`config.mk`:
```
export PLATFORM = sky130hd
export DESIGN_NAME = usb_in_ep_arbiter_flat
export DESIGN_NICKNAME = d
export VERILOG_FILES = /design/src/rtl/usb_in_ep_arbiter_if.sv /design/src/rtl/usb_in_ep_arbiter.sv /design/src/flat_wrapper.sv
export SDC_FILE = /design/constraint.sdc
export NUM_CORES = 1
export LEC_CHECK = 0
export CAP_MARGIN = 20
export CELL_PAD_IN_SITES_DETAIL_PLACEMENT = 1
export CELL_PAD_IN_SITES_GLOBAL_PLACEMENT = 1
export CORE_MARGIN = 2
export CORE_UTILIZATION = 23
export CTS_CLUSTER_DIAMETER = 30
export DETAILED_ROUTE_END_ITERATION = 10
export PLACE_DENSITY = 0.85
export SLEW_MARGIN = 20
export SYNTH_ARGS = -nofsm -noshare
export SYNTH_HDL_FRONTEND = slang
export SYNTH_SLANG_ARGS = --single-unit
```
`constraint.sdc`:
```
create_clock -name clk -period 2.47 [get_ports clk]
set_input_delay 0.247 -clock clk [delete_from_list [all_inputs] [get_ports clk]]
set_output_delay 0.247 -clock clk [all_outputs]
set_load 0.02 [all_outputs]
```
`src/rtl/usb_in_ep_arbiter_if.sv`:
```
// Bundle of the per-endpoint IN request/data signals and the shared IN-buffer
// handshake. The arbiter connects through the slave modport; endpoints/buffer use master.
interface usb_in_ep_arbiter_if #(
  parameter int NUM_EP = 4
);
  localparam int SEL_W = (NUM_EP > 1) ? $clog2(NUM_EP) : 1;

  logic [NUM_EP-1:0]   ep_req;
  logic [NUM_EP-1:0]   ep_grant;
  logic [NUM_EP-1:0]   ep_data_put;
  logic [8*NUM_EP-1:0] ep_data;
  logic [NUM_EP-1:0]   ep_data_done;
  logic [NUM_EP-1:0]   ep_stall;
  logic [NUM_EP-1:0]   ep_acked;

  logic                in_ep_req;
  logic                in_ep_grant;
  logic                in_ep_data_put;
  logic [7:0]          in_ep_data;
  logic                in_ep_data_done;
  logic                in_ep_stall;
  logic                in_ep_acked;

  logic [SEL_W-1:0]    ep_sel;
  logic                timeout;

  modport slave (
    input  ep_req, ep_data_put, ep_data, ep_data_done, ep_stall,
    input  in_ep_grant, in_ep_acked,
    output ep_grant, ep_acked,
    output in_ep_req, in_ep_data_put, in_ep_data, in_ep_data_done, in_ep_stall,
    output ep_sel, timeout
  );

  modport master (
    output ep_req, ep_data_put, ep_data, ep_data_done, ep_stall,
    output in_ep_grant, in_ep_acked,
    input  ep_grant, ep_acked,
    input  in_ep_req, in_ep_data_put, in_ep_data, in_ep_data_done, in_ep_stall,
    input  ep_sel, timeout
  );
endinterface

```
`src/rtl/usb_in_ep_arbiter.sv`:
```
// Round-robin arbiter sharing one USB IN buffer between NUM_EP endpoints.
// Define USB_ARB_TIMEOUT_EN to add a watchdog that releases a stuck owner.
module usb_in_ep_arbiter #(
  parameter int NUM_EP         = 4,
  parameter int TIMEOUT_CYCLES = 1000
) (
  input  logic               clk,
  input  logic               reset_n,
  usb_in_ep_arbiter_if.slave bus
);
  localparam int SEL_W = (NUM_EP > 1) ? $clog2(NUM_EP) : 1;

  typedef enum logic [1:0] {IDLE, GRANT, WAIT_ACK} state_t;

  state_t           state, state_next;
  logic [SEL_W-1:0] ep_sel_q, sel_next;
  logic [SEL_W-1:0] last_owner, last_next;
  logic [SEL_W-1:0] winner, scan_idx;
  logic             any_req;
  logic [NUM_EP-1:0] sel_onehot;
  logic             owner_req, owner_put, owner_done, owner_stall;
  logic [7:0]       owner_data;

  // Walk offsets downward so the nearest set request after last_owner wins.
  always_comb begin
    winner   = '0;
    any_req  = 1'b0;
    scan_idx = '0;
    for (int i = NUM_EP; i >= 1; i--) begin
      scan_idx = SEL_W'((int'(last_owner) + i) % NUM_EP);
      if (bus.ep_req[scan_idx]) begin
        winner  = scan_idx;
        any_req = 1'b1;
      end
    end
  end

  always_comb begin
    sel_onehot  = '0;
    owner_req   = 1'b0;
    owner_put   = 1'b0;
    owner_done  = 1'b0;
    owner_stall = 1'b0;
    owner_data  = '0;
    for (int i = 0; i < NUM_EP; i++) begin
      if (SEL_W'(i) == ep_sel_q) begin
        sel_onehot[i] = 1'b1;
        owner_req     = bus.ep_req[i];
        owner_put     = bus.ep_data_put[i];
        owner_done    = bus.ep_data_done[i];
        owner_stall   = bus.ep_stall[i];
        owner_data    = bus.ep_data[8*i +: 8];
      end
    end
  end

`ifdef USB_ARB_TIMEOUT_EN
  localparam logic [15:0] LIMIT_M1 = 16'(TIMEOUT_CYCLES - 1);

  logic [15:0] wd_cnt;
  logic        timeout_q;
  logic        activity;
  logic        expire;

  assign activity = bus.in_ep_data_put | ((state == WAIT_ACK) & bus.in_ep_acked);
  assign expire   = (state != IDLE) & ~activity & (wd_cnt == LIMIT_M1);

  always_ff @(posedge clk or negedge reset_n) begin
    if (!reset_n) begin
      wd_cnt    <= '0;
      timeout_q <= 1'b0;
    end else begin
      timeout_q <= expire;
      if ((state_next != state) || activity || (state == IDLE)) wd_cnt <= '0;
      else                                                      wd_cnt <= wd_cnt + 16'd1;
    end
  end

  assign bus.timeout = timeout_q;
`else
  assign bus.timeout = 1'b0;
`endif

  always_comb begin
    // NOTE: every comb output gets a default first so no path leaves it unassigned (no latch).
    state_next = state;
    sel_next   = ep_sel_q;
    last_next  = last_owner;
    unique case (state)
      IDLE: if (any_req) begin
        state_next = GRANT;
        sel_next   = winner;
      end
      GRANT: begin
        if (owner_done)                     state_next = WAIT_ACK;
        else if (owner_stall || !owner_req) state_next = IDLE;
      end
      WAIT_ACK: if (bus.in_ep_acked) state_next = IDLE;
      default:  state_next = IDLE;
    endcase
`ifdef USB_ARB_TIMEOUT_EN
    if (expire) state_next = IDLE;
`endif
    if ((state != IDLE) && (state_next == IDLE)) last_next = ep_sel_q;
  end

  always_ff @(posedge clk or negedge reset_n) begin
    // NOTE: non-blocking here so every register samples pre-edge values regardless of order.
    if (!reset_n) begin
      state      <= IDLE;
      ep_sel_q   <= '0;
      last_owner <= SEL_W'(NUM_EP - 1);
    end else begin
      state      <= state_next;
      ep_sel_q   <= sel_next;
      last_owner <= last_next;
    end
  end

  // Outputs decode from state, so reset clears them without waiting for an edge.
  always_comb begin
    bus.ep_grant        = '0;
    bus.ep_acked        = '0;
    bus.in_ep_req       = (state != IDLE);
    bus.in_ep_data_put  = 1'b0;
    bus.in_ep_data      = '0;
    bus.in_ep_data_done = 1'b0;
    bus.in_ep_stall     = 1'b0;
    if (state == GRANT && bus.in_ep_grant) begin
      bus.ep_grant        = sel_onehot;
      bus.in_ep_data_put  = owner_put;
      bus.in_ep_data      = owner_data;
      bus.in_ep_data_done = owner_done;
      bus.in_ep_stall     = owner_stall;
    end
    if (state == WAIT_ACK && bus.in_ep_acked) bus.ep_acked = sel_onehot;
  end

  assign bus.ep_sel = ep_sel_q;
endmodule

```
`src/flat_wrapper.sv`:
```
// flat-port wrapper written by rule: the top's interface ports become plain ports
module usb_in_ep_arbiter_flat 
#(
  parameter int NUM_EP         = 4,
  parameter int TIMEOUT_CYCLES = 1000
)
  (clk, reset_n, bus_ep_req, bus_ep_data_put, bus_ep_data, bus_ep_data_done, bus_ep_stall, bus_in_ep_grant, bus_in_ep_acked, bus_ep_grant, bus_ep_acked, bus_in_ep_req, bus_in_ep_data_put, bus_in_ep_data, bus_in_ep_data_done, bus_in_ep_stall, bus_ep_sel, bus_timeout);
  usb_in_ep_arbiter_if #(.NUM_EP(NUM_EP)) bus_i ();
  input  logic clk;
  input  logic reset_n;
  input wire logic [$bits(bus_i.ep_req)-1:0] bus_ep_req;
  input wire logic [$bits(bus_i.ep_data_put)-1:0] bus_ep_data_put;
  input wire logic [$bits(bus_i.ep_data)-1:0] bus_ep_data;
  input wire logic [$bits(bus_i.ep_data_done)-1:0] bus_ep_data_done;
  input wire logic [$bits(bus_i.ep_stall)-1:0] bus_ep_stall;
  input wire logic [$bits(bus_i.in_ep_grant)-1:0] bus_in_ep_grant;
  input wire logic [$bits(bus_i.in_ep_acked)-1:0] bus_in_ep_acked;
  output wire logic [$bits(bus_i.ep_grant)-1:0] bus_ep_grant;
  output wire logic [$bits(bus_i.ep_acked)-1:0] bus_ep_acked;
  output wire logic [$bits(bus_i.in_ep_req)-1:0] bus_in_ep_req;
  output wire logic [$bits(bus_i.in_ep_data_put)-1:0] bus_in_ep_data_put;
  output wire logic [$bits(bus_i.in_ep_data)-1:0] bus_in_ep_data;
  output wire logic [$bits(bus_i.in_ep_data_done)-1:0] bus_in_ep_data_done;
  output wire logic [$bits(bus_i.in_ep_stall)-1:0] bus_in_ep_stall;
  output wire logic [$bits(bus_i.ep_sel)-1:0] bus_ep_sel;
  output wire logic [$bits(bus_i.timeout)-1:0] bus_timeout;
  assign bus_i.ep_req = bus_ep_req;
  assign bus_i.ep_data_put = bus_ep_data_put;
  assign bus_i.ep_data = bus_ep_data;
  assign bus_i.ep_data_done = bus_ep_data_done;
  assign bus_i.ep_stall = bus_ep_stall;
  assign bus_i.in_ep_grant = bus_in_ep_grant;
  assign bus_i.in_ep_acked = bus_in_ep_acked;
  assign bus_ep_grant = bus_i.ep_grant;
  assign bus_ep_acked = bus_i.ep_acked;
  assign bus_in_ep_req = bus_i.in_ep_req;
  assign bus_in_ep_data_put = bus_i.in_ep_data_put;
  assign bus_in_ep_data = bus_i.in_ep_data;
  assign bus_in_ep_data_done = bus_i.in_ep_data_done;
  assign bus_in_ep_stall = bus_i.in_ep_stall;
  assign bus_ep_sel = bus_i.ep_sel;
  assign bus_timeout = bus_i.timeout;
  usb_in_ep_arbiter #(.NUM_EP(NUM_EP), .TIMEOUT_CYCLES(TIMEOUT_CYCLES)) u_core (.clk(clk), .reset_n(reset_n), .bus(bus_i));
endmodule
```
# Word level (Yosys, flattened, before mapping)
# Index checks and enable logic that the tools add are counted.
dict set report classes {
  addsub 4
  multipliers 0
  div_mod_pow 0
  order_cmp 4
  n_eq_ne 5
  shifts 0
  mux 51
  n_bitwise 0
  reduce_logical 10
}
# op count
set ops {}
lappend ops {{$mux W8} 5}
lappend ops {{$mux W1} 31}
lappend ops {{$mux W2} 8}
lappend ops {{$lt A2 B3 Y1 const B} 4}
lappend ops {{$bmux W1 S2} 4}
lappend ops {{$mux W4} 2}
lappend ops {{$logic_not A2 Y1} 3}
lappend ops {{$pmux W2 S3} 1}
lappend ops {{$add A2 B1 Y2 const B} 2}
lappend ops {{$add A2 B2 Y2 const B} 2}
lappend ops {{$eq A2 B2 Y1 const A} 2}
lappend ops {{$logic_and A1 B1 Y1} 3}
lappend ops {{$eq A1 B2 Y1 const A} 1}
lappend ops {{$eq A2 B1 Y1 const B} 1}
lappend ops {{$eq A2 B2 Y1 const B} 1}
lappend ops {{$reduce_and A2 Y1} 1}
lappend ops {{$reduce_bool A2 Y1} 1}
lappend ops {{$logic_not A1 Y1} 1}
lappend ops {{$logic_or A1 B1 Y1} 1}
dict set report totals {
  reg_bits 6
  latch_bits 0
  ramBits 0
  mem_bits_ro 0
  in_bits 52
  out_inout_bits 23
  elab_cells 77
  mem_count 0
}

# Logic depth before layout (Yosys ltp)
dict set report logic_depth {
  depth_word 12
  depth_mapped 5
  depth_no_buf 3
}

# Least setup slack after synthesis
# OpenSTA, ideal clock, no wires.
dict set report synth_timing {
  path_type {reg-to-output}
  startpoint {register u_core.ep_sel_q[0], in the netlist u_core.bus.ep_sel[0]}
  endpoint {output bus_ep_acked[1]}
  arrival_ps 1640
  t_required_ps 2223
  setup_slack_ps 583
  path_stages_with_launch 4
  n_path_buf 2
  path_cell_list {dfrtp_1 -> buf_4 -> clkbuf_1 -> nor3b_1}
}
dict set report synth_between {
  elab_chain_cells 3
}
# item line_no
set synth_lines {}
lappend synth_lines {{start: declaration} usb_in_ep_arbiter.sv:16} ;# logic [SEL_W-1:0] ep_sel_q, sel_next;
lappend synth_lines {{start signal: assignment} usb_in_ep_arbiter.sv:115} ;# ep_sel_q <= sel_next;
lappend synth_lines {{$eq A1 B2 Y1} usb_in_ep_arbiter.sv:46} ;# if (SEL_W'(i) == ep_sel_q) begin
lappend synth_lines {{$mux W1} usb_in_ep_arbiter.sv:46}
lappend synth_lines {{$mux W4} usb_in_ep_arbiter.sv:136} ;# if (state == WAIT_ACK && bus.in_ep_acked) bus.ep_acked = sel_onehot;
lappend synth_lines {{end: declaration} flat_wrapper.sv:19} ;# output wire logic [$bits(bus_i.ep_acked)-1:0] bus_ep_acked;
# Every way passes these cells.

# Final worst setup path
dict set report layout_timing {
  startpoint {register u_core.ep_sel_q[0], in the netlist u_core.bus.ep_sel[0]}
  endpoint {output bus_in_ep_data_done}
}
dict set report layout_between {
  elab_chain_cells 6
  elab_cells_between_ends 9
  classes_between {3 x eq/ne; 5 x mux; 1 x reduce/logical}
}
# item line_no
set layout_lines {}
lappend layout_lines {{$logic_not A2 Y1} usb_in_ep_arbiter.sv:46}
lappend layout_lines {{$mux W1 (3 in series)} usb_in_ep_arbiter.sv:46}
lappend layout_lines {{$mux W1 (*)} usb_in_ep_arbiter.sv:46}
lappend layout_lines {{$mux W1 (*)} usb_in_ep_arbiter.sv:129} ;# if (state == GRANT && bus.in_ep_grant) begin
lappend layout_lines {{end: declaration} flat_wrapper.sv:23} ;# output wire logic [$bits(bus_i.in_ep_data_done)-1:0] bus_in_ep_data_done;
# Mark *: on every way between the ends. The rest lies on a longest branch, timed or not.

==> impl_metrics.py <==
metrics = {
    "outcome": {
        "outcome": "finished, final reports clean",
    },
    "critical_path": {
        "worstSetupStartpointType": "flip-flop",
        "critPathKind": "reg2out",
        "worstPathArrival_ps": 2130,
        "max_stage_delay_ps": 600,
        "slowest_stage": "mux4_2",
        "worstSetupStartpoint": "u_core.bus.ep_sel[0]",
        "path_max_fanout": 11,
        "r2r_start": "u_core.bus.ep_sel[1]",
        "cp.required_ps": 2220,
        "path_cells": "buf_12, mux4_2, and3_1, clkdlybuf4s50_1",
        "critPathCaptureType": "output port",
    },
    "global_routing": {
        "grt_pass1_vias": 1135,
        "grt_pass1_wl_microns": 5680,
        "grt_max_degree": 14,
        "grt_overflow": 0,
        "grt.total_usage_pct": 17.1,
        "antenna_found_initial": 0,
    },
    "power_and_ir_drop": {
        "vdd_ir_drop_max_uv": 346,
        "leakage_nw": 0.678,
        "p_per_area_nw_per_um2": 908,
    },
    "drt": {
        "vias_per_cell": 5.12,
        "dr_total_vias": 1081,
        "wire_per_inst_microns": 17.5,
        "drtAntennaViolNets": 0,
        "remaining_drc_errors": 0,
        "wirelength_microns": 3700,
        "dr.first_iter.drc_count": 53,
        "drtPass1Iterations": 4,
    },
    "timing": {
        "slew_headroom_pct": 65.9,
        "fmax_ghz": 0.421,
        "drv_slew": 0,
        "period_share_pct": 96.1,
        "grt_setup_unrepaired": "false",
        "fin_setup_tns_ps": 0,
        "post-route-min-period_ps": 2370,
        "setup_viol": 0,
        "worstMarginPinSlew_ps": 512,
        "finalHoldViolCount": 0,
        "hold_slack_ps": 266,
        "finClkSkew_ps": 4.00,
    },
    "finish": {
        "fillers": 418,
        "final_nets": 216,
        "diodes": 0,
        "drive_gt1_share_pct": 15.3,
        "seq_area_sq_um": 153,
        "area_delta_synth_final_pct": 96.2,
        "final_cells": 211,
        "multi_input_area_sq_um": 686,
    },
    "die": {
        "die-area_sq_um": 4340,
        "io_pins": 75,
        "start_util_pct": 24.1,
        "num_rows": 22,
        "die_w_microns": 65.9,
        "core-area_sq_um": 3660,
        "die-height_microns": 65.9,
    },
    "cts": {
        "post_cts_buffers": 0,
        "cts-root-buf": "clkbuf_8",
        "clk_pin_slew_worst_paths_ps": 40,
        "htree_levels": 1,
        "ctsResizeCount": 0,
        "hold_buffers": 0,
        "clkSinkCount": 6,
        "clockBufferDepth": 2,
        "clk_latency_ps": 220,
        "cts_made_buffers": 3,
        "cts_tree": "built",
    },
    "logic_synthesis": {
        "synth.top_cell.area_share_pct": 28.1,
        "postSynthCellCount": 89,
        "seq_area_frac_synth_pct": 17.3,
        "yosys_warnings": 0,
        "synth_ff_type": "dfrtp_1",
        "ys_top_cells_by_area": "mux4_2 (28%), dfrtp_1 (11%), and3_1 (7.8%)",
        "yosys.area.top_type": "mux4_2",
        "ys_types": 33,
        "ys_seq_elements": 6,
        "syn_avg_cell_area_sq_um": 9.90,
        "synth.cell_area_sq_um": 881,
        "async_reset_ff_share_pct": 100,
        "synth_edf_count": 0,
        "syn_nets": 141,
    },
    "place": {
        "dp_cells": 207,
        "finalWeightedCongestion": 0.777,
        "io_buffers": 73,
        "dp_hpwl_microns": 3050,
    },
    "min_path": {
        "worstHoldPathType": "in2async",
    },
    "flow_run": {
        "cap_violations": 0,
    },
}
==> synth_stat cells, types with 2 or more instances <==
cell type	instances
nor3_1	2
nand3b_1	5
nand2_1	4
nor3b_1	5
clkbuf_1	5
and3_1	11
nor2_1	5
o211ai_1	2
nor2b_1	6
o211a_1	2
o21ai_0	2
dfrtp_1	4
buf_4	2
dfstp_2	2
a221oi_1	2
mux4_2	11
a21o_1	2
a21oi_1	2
==> flip-flops by register name, summed over array words and instances, names as in the netlist <==
| name | count |
|---|---|
| u_core.bus.ep_sel | 2 |
| u_core.last_owner | 2 |
| u_core.state | 2 |
==> cell type report <==
type | instances | share of cell area [%]
sequential | 6 | 8.83
tap | 48 | 3.48
timing repair buffer | 78 | 45.2
clock buffer | 4 | 2.61
inverter | 1 | 0.217
multi-input combinational | 74 | 39.7
==> logic make-up after synthesis <==
logic type	count (synthesis)	synth area share, %
AND/OR/NAND/NOR	44	31.0
AO/OA/AOI/OAI	16	13.6
multiplexers	13	32.8
buffers and inverters	9	4.83
flip-flops	6	17.3
other	1	0.426
==> metal layers <==
layer	up-vias	share of wire [%]	global-route usage [%]
li1	497	-	-
met1	518	39	18.5
met2	64	49	32.7
met3	2	11	4.09
met4	0	0.73	4.69
met5	-	0	0
==> worst paths after layout <==
check,end,slack [ps],cells past startpoint
min in group clk,u_core.bus.ep_sel[0],640,2
max,bus_in_ep_data_done,100,4
max in group asynchronous,u_core.last_owner[1],1930,1
min,u_core.bus.ep_sel[1],270,1
min reg2reg,u_core.bus.ep_sel[0],640,2
max reg2reg,u_core.last_owner[0],670,4
==> cells in the final DEF, fill, tap and decap left out, drive strengths merged, types with 4 or more instances in the layout <==
cell type      count
nor2b              6
buf                5
and3              11
nand3b             5
nand2              4
dfrtp              4
clkbuf             4
mux4              12
nor2               5
clkdlybuf4s50     73
nor3b              5
==> power by group <==
part           switching (mW)  internal (mW)
logic                   0.506          0.639
clock network          0.0425          0.111
registers               0.108          0.162
==> through the flow <==
stage / utilization [%] / power, mW / area, sq um / worst slack [ps]
after global routing: 47.2 / 1.68 / 1730 / 20.4
after floorplan: - / 0.960 / 881 / 583
after global placement: 46.0 / 1.37 / 1680 / 270
after detailed placement: 46.0 / 1.42 / 1680 / 253
after CTS: 47.2 / 1.58 / 1730 / 69.9
final: 47.2 / 1.57 / 1730 / 97.2
==> worst max-delay path: cells and delay by family (launching register included) <==
kind | cells | cell delay, ps
buf+inv | 2 | 700
simple gates | 1 | 230
mux | 1 | 600
flops | 1 | 380
No activity file was read; power rests on OpenSTA's default activity.
